[config.mk]
export PLATFORM = sky130hd
export DESIGN_NAME = lpf_sweep_ctrl
export DESIGN_NICKNAME = d
export VERILOG_FILES = /design/src/rtl/lpf_sweep_ctrl.sv
export SDC_FILE = /design/constraint.sdc
export NUM_CORES = 1
export LEC_CHECK = 0
export ABC_CLOCK_PERIOD_IN_PS = 3000
export CAP_MARGIN = 10
export CORE_UTILIZATION = 40
export DETAILED_ROUTE_END_ITERATION = 12
export GPL_ROUTABILITY_DRIVEN = 0
export SLEW_MARGIN = 20
export SYNTH_ARGS = -nofsm -noshare
export SYNTH_HDL_FRONTEND = slang
export SYNTH_SLANG_ARGS = --single-unit
[constraint.sdc]
create_clock -name sclk -period 3 [get_ports sclk]
set_clock_uncertainty 0.2 [all_clocks]
set_input_delay 0.3 -clock sclk [delete_from_list [all_inputs] [get_ports sclk]]
set_output_delay 0.3 -clock sclk [all_outputs]
set_load 0.01 [all_outputs]
[src/rtl/lpf_sweep_ctrl.sv]
// lpf_sweep_ctrl: frequency-response sweep scheduler for a DDS -> FIR low-pass chain.
// Steps the DDS frequency word through NSTEPS points. At each point it discards
// SETTLE_CYC valid FIR outputs, then records the peak |FIR output| over MEAS_CYC valid
// samples and offers it over a valid/ready handshake.
//
// Ports:
//   sclk, rst_n            clock, asynchronous active-low reset
//   start, abort           sweep start pulse (ignored while busy), synchronous abort
//   fword, fword_load      DDS frequency word and its 1-cycle load strobe
//   smp_valid              FIR input valid gate (high while settling/measuring)
//   fir_data, fir_valid    FIR output stream (signed)
//   res_data, res_idx      per-step peak magnitude (unsigned) and step index
//   res_valid, res_ready   result handshake
//   busy, done             sweep active, 1-cycle pulse after the last result is taken
//
// Build option: define SWEEP_LOOP_EN to restart the sweep from step 0 after every
// completed pass (runs until abort) instead of returning to idle.
module lpf_sweep_ctrl #(
  parameter int unsigned     FW_W       = 32,
  parameter int unsigned     DW         = 21,
  parameter logic [FW_W-1:0] FSTART     = FW_W'(4295),
  parameter logic [FW_W-1:0] FSTEP      = FW_W'(4295),
  parameter int unsigned     NSTEPS     = 16,
  parameter int unsigned     SETTLE_CYC = 64,
  parameter int unsigned     MEAS_CYC   = 256
) (
  input  logic            sclk,
  input  logic            rst_n,
  input  logic            start,
  input  logic            abort,
  output logic [FW_W-1:0] fword,
  output logic            fword_load,
  output logic            smp_valid,
  input  logic [DW-1:0]   fir_data,
  input  logic            fir_valid,
  output logic [DW-1:0]   res_data,
  output logic [7:0]      res_idx,
  output logic            res_valid,
  input  logic            res_ready,
  output logic            busy,
  output logic            done
);

  localparam logic [31:0] SettleLast = 32'(SETTLE_CYC - 1);
  localparam logic [31:0] MeasLast   = 32'(MEAS_CYC - 1);
  localparam logic [7:0]  IdxLast    = 8'(NSTEPS - 1);

  typedef enum logic [2:0] {
    StIdle,
    StLoad,
    StSettle,
    StMeasure,
    StReport,
    StDone
  } state_e;

  state_e            state_q, state_d;
  logic [7:0]        idx_q, idx_d;
  logic [31:0]       cnt_q, cnt_d;
  logic [DW-1:0]     peak_q, peak_d;
  logic [FW_W-1:0]   fword_q, fword_d;
  logic [DW-1:0]     mag;

  // Negating the most negative value wraps to itself, which read as unsigned is 2^(DW-1).
  assign mag = fir_data[DW-1] ? (-fir_data) : fir_data;

  always_comb begin
    state_d = state_q;
    idx_d   = idx_q;
    cnt_d   = cnt_q;
    peak_d  = peak_q;
    fword_d = fword_q;
    if (state_q != StIdle && abort) begin
      state_d = StIdle;
    end else begin
      case (state_q)
        StIdle: begin
          if (start && !abort) begin
            state_d = StLoad;
            idx_d   = 8'd0;
            fword_d = FSTART;
          end
        end
        StLoad: begin
          cnt_d   = 32'd0;
          peak_d  = '0;
          state_d = StSettle;
        end
        StSettle: begin
          if (fir_valid) begin
            if (cnt_q == SettleLast) begin
              cnt_d   = 32'd0;
              state_d = StMeasure;
            end else begin
              cnt_d = cnt_q + 32'd1;
            end
          end
        end
        StMeasure: begin
          if (fir_valid) begin
            if (mag > peak_q) peak_d = mag;
            if (cnt_q == MeasLast) begin
              state_d = StReport;
            end else begin
              cnt_d = cnt_q + 32'd1;
            end
          end
        end
        StReport: begin
          if (res_ready) begin
            if (idx_q == IdxLast) begin
              state_d = StDone;
            end else begin
              idx_d   = idx_q + 8'd1;
              fword_d = fword_q + FSTEP;
              state_d = StLoad;
            end
          end
        end
        StDone: begin
`ifdef SWEEP_LOOP_EN
          state_d = StLoad;
          idx_d   = 8'd0;
          fword_d = FSTART;
`else
          state_d = StIdle;
`endif
        end
        default: state_d = StIdle;
      endcase
    end
  end

  // Outputs are registered from the next state so they line up with the state register.
  always_ff @(posedge sclk or negedge rst_n) begin
    if (!rst_n) begin
      state_q    <= StIdle;
      idx_q      <= 8'd0;
      cnt_q      <= 32'd0;
      peak_q     <= '0;
      fword_q    <= '0;
      fword_load <= 1'b0;
      smp_valid  <= 1'b0;
      res_valid  <= 1'b0;
      res_data   <= '0;
      res_idx    <= 8'd0;
      busy       <= 1'b0;
      done       <= 1'b0;
    end else begin
      state_q    <= state_d;
      idx_q      <= idx_d;
      cnt_q      <= cnt_d;
      peak_q     <= peak_d;
      fword_q    <= fword_d;
      fword_load <= (state_d == StLoad);
      smp_valid  <= (state_d == StSettle) || (state_d == StMeasure);
      res_valid  <= (state_d == StReport);
      res_data   <= (state_d == StReport) ? peak_d : '0;
      res_idx    <= (state_d == StReport) ? idx_d : 8'd0;
      busy       <= (state_d != StIdle);
      done       <= (state_d == StDone);
    end
  end

  assign fword = fword_q;

endmodule

---- Word-level counts from Yosys, hierarchy flattened ----
Index checks and enable logic that the tools add are counted.
operators by class
  reduce and logical (&&, ||, !) cells .... 11
  add/sub/neg operators ................... 4
  $lt $le $gt $ge ......................... 1
  bitwise operators ....................... 1
  multiplexer cells ....................... 30
  eq/ne operators ......................... 18
operators with widths
  kind                                                              count
  32-bit 2-to-1 mux                                                 7
  21-bit 2-to-1 mux                                                 5
  32-bit case mux with 3 select lines                               1
  32-bit case mux with 2 select lines                               1
  21-bit case mux with 2 select lines                               1
  8-bit 2-to-1 mux                                                  5
  32-bit by 1-bit adder with 32-bit output, second input constant   1
  32-bit by 13-bit adder with 32-bit output, second input constant  1
  32-bit by 6-bit == test with 1-bit output, second input constant  1
  32-bit by 8-bit == test with 1-bit output, second input constant  1
  3-bit 2-to-1 mux                                                  8
  21-bit > comparator                                               1
  21-bit negation                                                   1
  8-bit case mux with 2 select lines                                1
  3-bit case mux with 5 select lines                                1
  3-bit by 2-bit == test with 1-bit output, second input constant   4
  2-bit != test, second input constant                              6
  5-bit AND reduction                                               2
  3-bit == test, second input constant                              3
  3-bit nonzero test                                                3
  8-bit by 1-bit adder with 8-bit output, second input constant     1
  8-bit by 4-bit == test with 1-bit output, second input constant   1
  3-bit by 1-bit == test with 1-bit output, second input constant   2
  3-bit zero test                                                   1
  5 further kinds                                                   6
storage, ports and cells
  register bits after elaboration ......... 130
  input port bits ......................... 27
  output and inout port bits .............. 66

---- Depth between registers and ports, before layout ----
  depth after elaboration ................. 8
  gate-level depth with buffers ........... 18
  depth with buffers taken out ............ 16

---- Worst setup path before layout ----
OpenSTA, ideal clock, no wires.
  kind .................................... input to register
  from .................................... in fir_data[13]
  to ...................................... reg res_data[4]
  stages on the path ...................... 15
  data arrival time ....................... 3850 ps
  path slack .............................. -1127 ps
  library setup time ...................... 77 ps
  path buffers ............................ 2
  path through ............................ or4_1 > or4_1 > o41ai_1 > xor2_1 > inv_1 > ha_1 > nand4_1 > nor4_1 > o21ai_0 > nor2_1 > or2_2 > clkbuf_1 > clkbuf_1 > nand3_1 > a21oi_1
between the ends
  word-level cells in the longest chain between the ends .. 8
ends and longest elaborated chain
  what                                     RTL line  text
  start: declaration                       34        input logic [DW-1:0] fir_data,
  21-bit negation                          65        assign mag = fir_data[DW-1] ? (-fir_data) : fir_data;
  21-bit 2-to-1 mux (*)                    65
  21-bit > comparator (*)                  101       if (mag > peak_q) peak_d = mag;
  21-bit 2-to-1 mux (*)                    101
  21-bit 2-to-1 mux (*)                    100       if (fir_valid) begin
  21-bit case mux with 2 select lines (*)  76        case (state_q)
  21-bit 2-to-1 mux (*)                    73        if (state_q != StIdle && abort) begin
  21-bit 2-to-1 mux (*)                    158       res_data <= (state_d == StReport) ? peak_d : '0;
  end signal: assignment                   158
  end: declaration                         36        output logic [DW-1:0] res_data,
Every way passes the cells marked *; elsewhere a longest branch is shown, timed or not.
A chain may end at the register's enable or synchronous reset.

---- Worst setup path in the final report ----
  from .................................... in fir_data[10]
  to ...................................... reg res_data[7]
The elaborated chain is that of the path after synthesis.

==> run summary <==
Yosys cell types: 66
Worst-path clk slew: 0.06 ns
Synth top area share: 0.4738
largest net degree at the start of global routing: 65
Worst Setup End Kind: flop
Starting Density: 0.4111
Leak: 4.461 nW
vias in the first global route: 6055
Final Power: 4.820 mW
critical path class: in -> reg
dpl hpwl: 12480 um
Vias per Instance: 5.254
Tightest Pin Transition: 0.6293 ns
final wirelength: 18250 um
#FFs+latches synth: 130
Final Cycle Share: 1.195
crit path launch type: input port
critical path's slowest cell: or4_4
synth warn: 0
die height: 133.0 um
Core Box Area: 16700 um2
Sw Ratio: 0.2785
# clock sinks: 130
Post-synth EDFFs: 0
Clock Tree Buf Depth: 2
Mapped Cells: 750
clock latency at the later pin of the worst-skew pair: 0.43 ns
leading area contributor after synthesis: dfrtp_1
clock share of power: 0.419
worst min path class: in -> reg
layout cells sized above 1: 0.2122
area taken by multi-input logic gates: 3727 um2
Post-synth ARST share: 1.000
CP Buf/Inv Count: 4
Synth area leaders: dfrtp_1 (47%), xor2_1 (6.1%), nand2_1 (5.2%), ha_1 (4.6%), nor2_1 (3.4%)
Core Util, Final: 0.5775
Achievable Freq: 0.2790 GHz
routed length per instance: 15.83 um
Logic pwr share: 0.174
Internal Pwr Total: 3.478 mW
fin crit period: 3.584 ns
Arrival @ worst endpoint: 3.74 ns
most frequent cells in the layout: dfrtp_1 (130), nand2_1 (77), clkdlybuf4s50_1 (77)
routed vias: 6058
die area: 17690 um2
sequential element share of the synthesized area: 0.4738
most common cell after layout, fill and taps aside: dfrtp_1
root buffer cell: clkbuf_16
Cell Rows: 47
Syn-to-layout area delta: 40.45%
Nets: 972
Tot GR Track Use: 0.2134
failing checks: negative setup slack
Remaining DRCs: 0
GR Overflow Total: 0
Post-Syn Area per Cell: 9.155 um2
Mapped Area: 6867 um2
final hold viol count: 0
Die Width: 133.0 um
# diodes: 0
Placed Cells: 1108
CTS tree: yes
Critical Path Fanout Max: 8
final slew viol count: 0
CTS H-Tree Depth: 4
Starting DRT DRC Count: 311
Slew Limit Headroom: 0.5805
status: finished with violations
Syn Nets: 802
net switching power figure: 1.342 mW
drt pass-1 iters: 5
Non-Filler Instances: 1153
Largest stage delay, worst path: 0.52 ns
Worst EP required: 3.15 ns
post-route ant nets: 0
sequential power share: 0.408
filler cell count: 1426
Cell Pwr Density: 499.8 nW/um2
initial antenna violation count: 0
FF/Latch Area: 3253 um2
# port buffers: 92
global-route wire length before repair: 29930 um
I/O Pins: 93
max_cap viols: 0
final setup vio count: 42
Num CTS Buffers: 17
crit-path leading delay family: simple AND/OR/NAND/NOR gates
Max IR drop VDD: 0.3832 mV
critical path cell sequence: buf_6, or4_4, or4_4, o41ai_4, xor2_1, inv_1, ha_4, nand4_1, nor4_4, a311o_1, o32ai_1, nor2_1, buf_6, buf_12, nand2_4, a21oi_2
final worst slack: -0.5841 ns
RSZ-0062 raised after global routing: true
prevailing post-synth register cell: dfrtp_1
## area by class of cell
type | instances | area share
well taps | 220 | 0.02854
multi-input cells | 544 | 0.3865
repair buffers | 173 | 0.1675
clock buffers | 19 | 0.04489
flip-flops and latches | 130 | 0.3373
clock inverters | 13 | 0.01427
inverters | 54 | 0.02102
## tightest hold or removal path, stage by stage
cell            delay (ns)
dlymetal6s2s_1        0.14
inv_2                 0.06
buf_4                 0.12
o2bb2ai_2             0.06
## layer usage
layer / vias to the layer above / part of all wire / GRT usage
li1: 2939 / - / -
met1: 2948 / 0.45 / 0.2757
met2: 142 / 0.49 / 0.3519
met3: 29 / 0.042 / 0.04368
met4: 0 / 0.020 / 0.07982
met5: - / 0 / 0
## registers in the layout, indices dropped and copies added (netlist names)
signal / flops
cnt_q: 32
fword: 32
peak_q: 21
res_data: 21
idx_q: 8
res_idx: 8
state_q: 3
busy: 1
done: 1
fword_load: 1
res_valid: 1
smp_valid: 1
## stage by stage
stage               hold WS (ns)  TNS (ns)  cell area, um2  setup WS [ns]
global placement          0.1304    -51.10            8601         -1.254
CTS                       0.1907    -30.08            9351        -0.7480
detailed placement        0.1357    -55.43            8601         -1.367
floorplan                -0.1956    -20.58            6963        -0.5891
global route              0.1065    -26.73            9644        -0.6882
finish                    0.1000    -22.47            9644        -0.5841
## cell usage after synthesis, types with 6 or more instances
cell        n
o31ai_1     9
and2_1      6
o21ai_0    46
nand3_1    38
nand2b_1   13
ha_1       25
nor2_1     63
xnor2_1    12
clkbuf_1   17
nor3_1     10
a21oi_1    45
nor2b_1    11
and4_1      6
nand2_1    95
dfrtp_1   130
or3_1      12
nand4_1    17
inv_1      53
nor4_1     10
or2_2       6
xor2_1     48
and3_1     20
## kinds of logic (layout without fill, tap and decap cells)
logic type | after synthesis | in the layout | share of synthesized area
adder cells (fa/ha/maj) | 25 | 25 | 0.04555
multiplexers | 2 | 2 | 0.002916
AO/OA/AOI/OAI | 133 | 133 | 0.1192
flip-flops | 130 | 130 | 0.4738
buffers and inverters | 77 | 259 | 0.04409
AND/OR/NAND/NOR | 323 | 324 | 0.2380
XOR/XNOR | 60 | 60 | 0.07653
## final timing paths
| kind | endpoint | depth (start not counted) | slack, ns | from |
|---|---|---|---|---|
| hold / removal | peak_q[0] | 4 | 0.10 | fir_data[0] |
| min in group asynchronous | fword[30] | 2 | 0.23 | rst_n |
| setup / recovery | res_data[7] | 16 | -0.58 | fir_data[10] |
| max in group asynchronous | state_q[2] | 3 | 1.50 | rst_n |
| setup reg to reg | res_data[0] | 8 | 0.25 | cnt_q[24] |
| hold reg to reg | peak_q[17] | 2 | 0.32 | peak_q[17] |
## power by group through the flow
stage | Combinational [mW] | Sequential (mW) | Clock, mW
after CTS | 0.794 | 1.96 | 2.05
after floorplan | 0.345 | 2.00 | 0
after global placement | 0.746 | 1.98 | 0
final | 0.837 | 1.96 | 2.02
after global routing | 0.920 | 1.98 | 2.14
after detailed placement | 0.767 | 1.99 | 0
## repair_timing
action                                  in CTS  in global routing
hold buffers                                 1                  0
pin swaps                                   21                 29
endpoints found under the hold margin       61                  0
gates cloned                                 0                  1
endpoints found under the setup margin      42                 44
buffers inserted                             1                 10
resized for setup                           53                 53
Power figures use the tool's default switching activity.
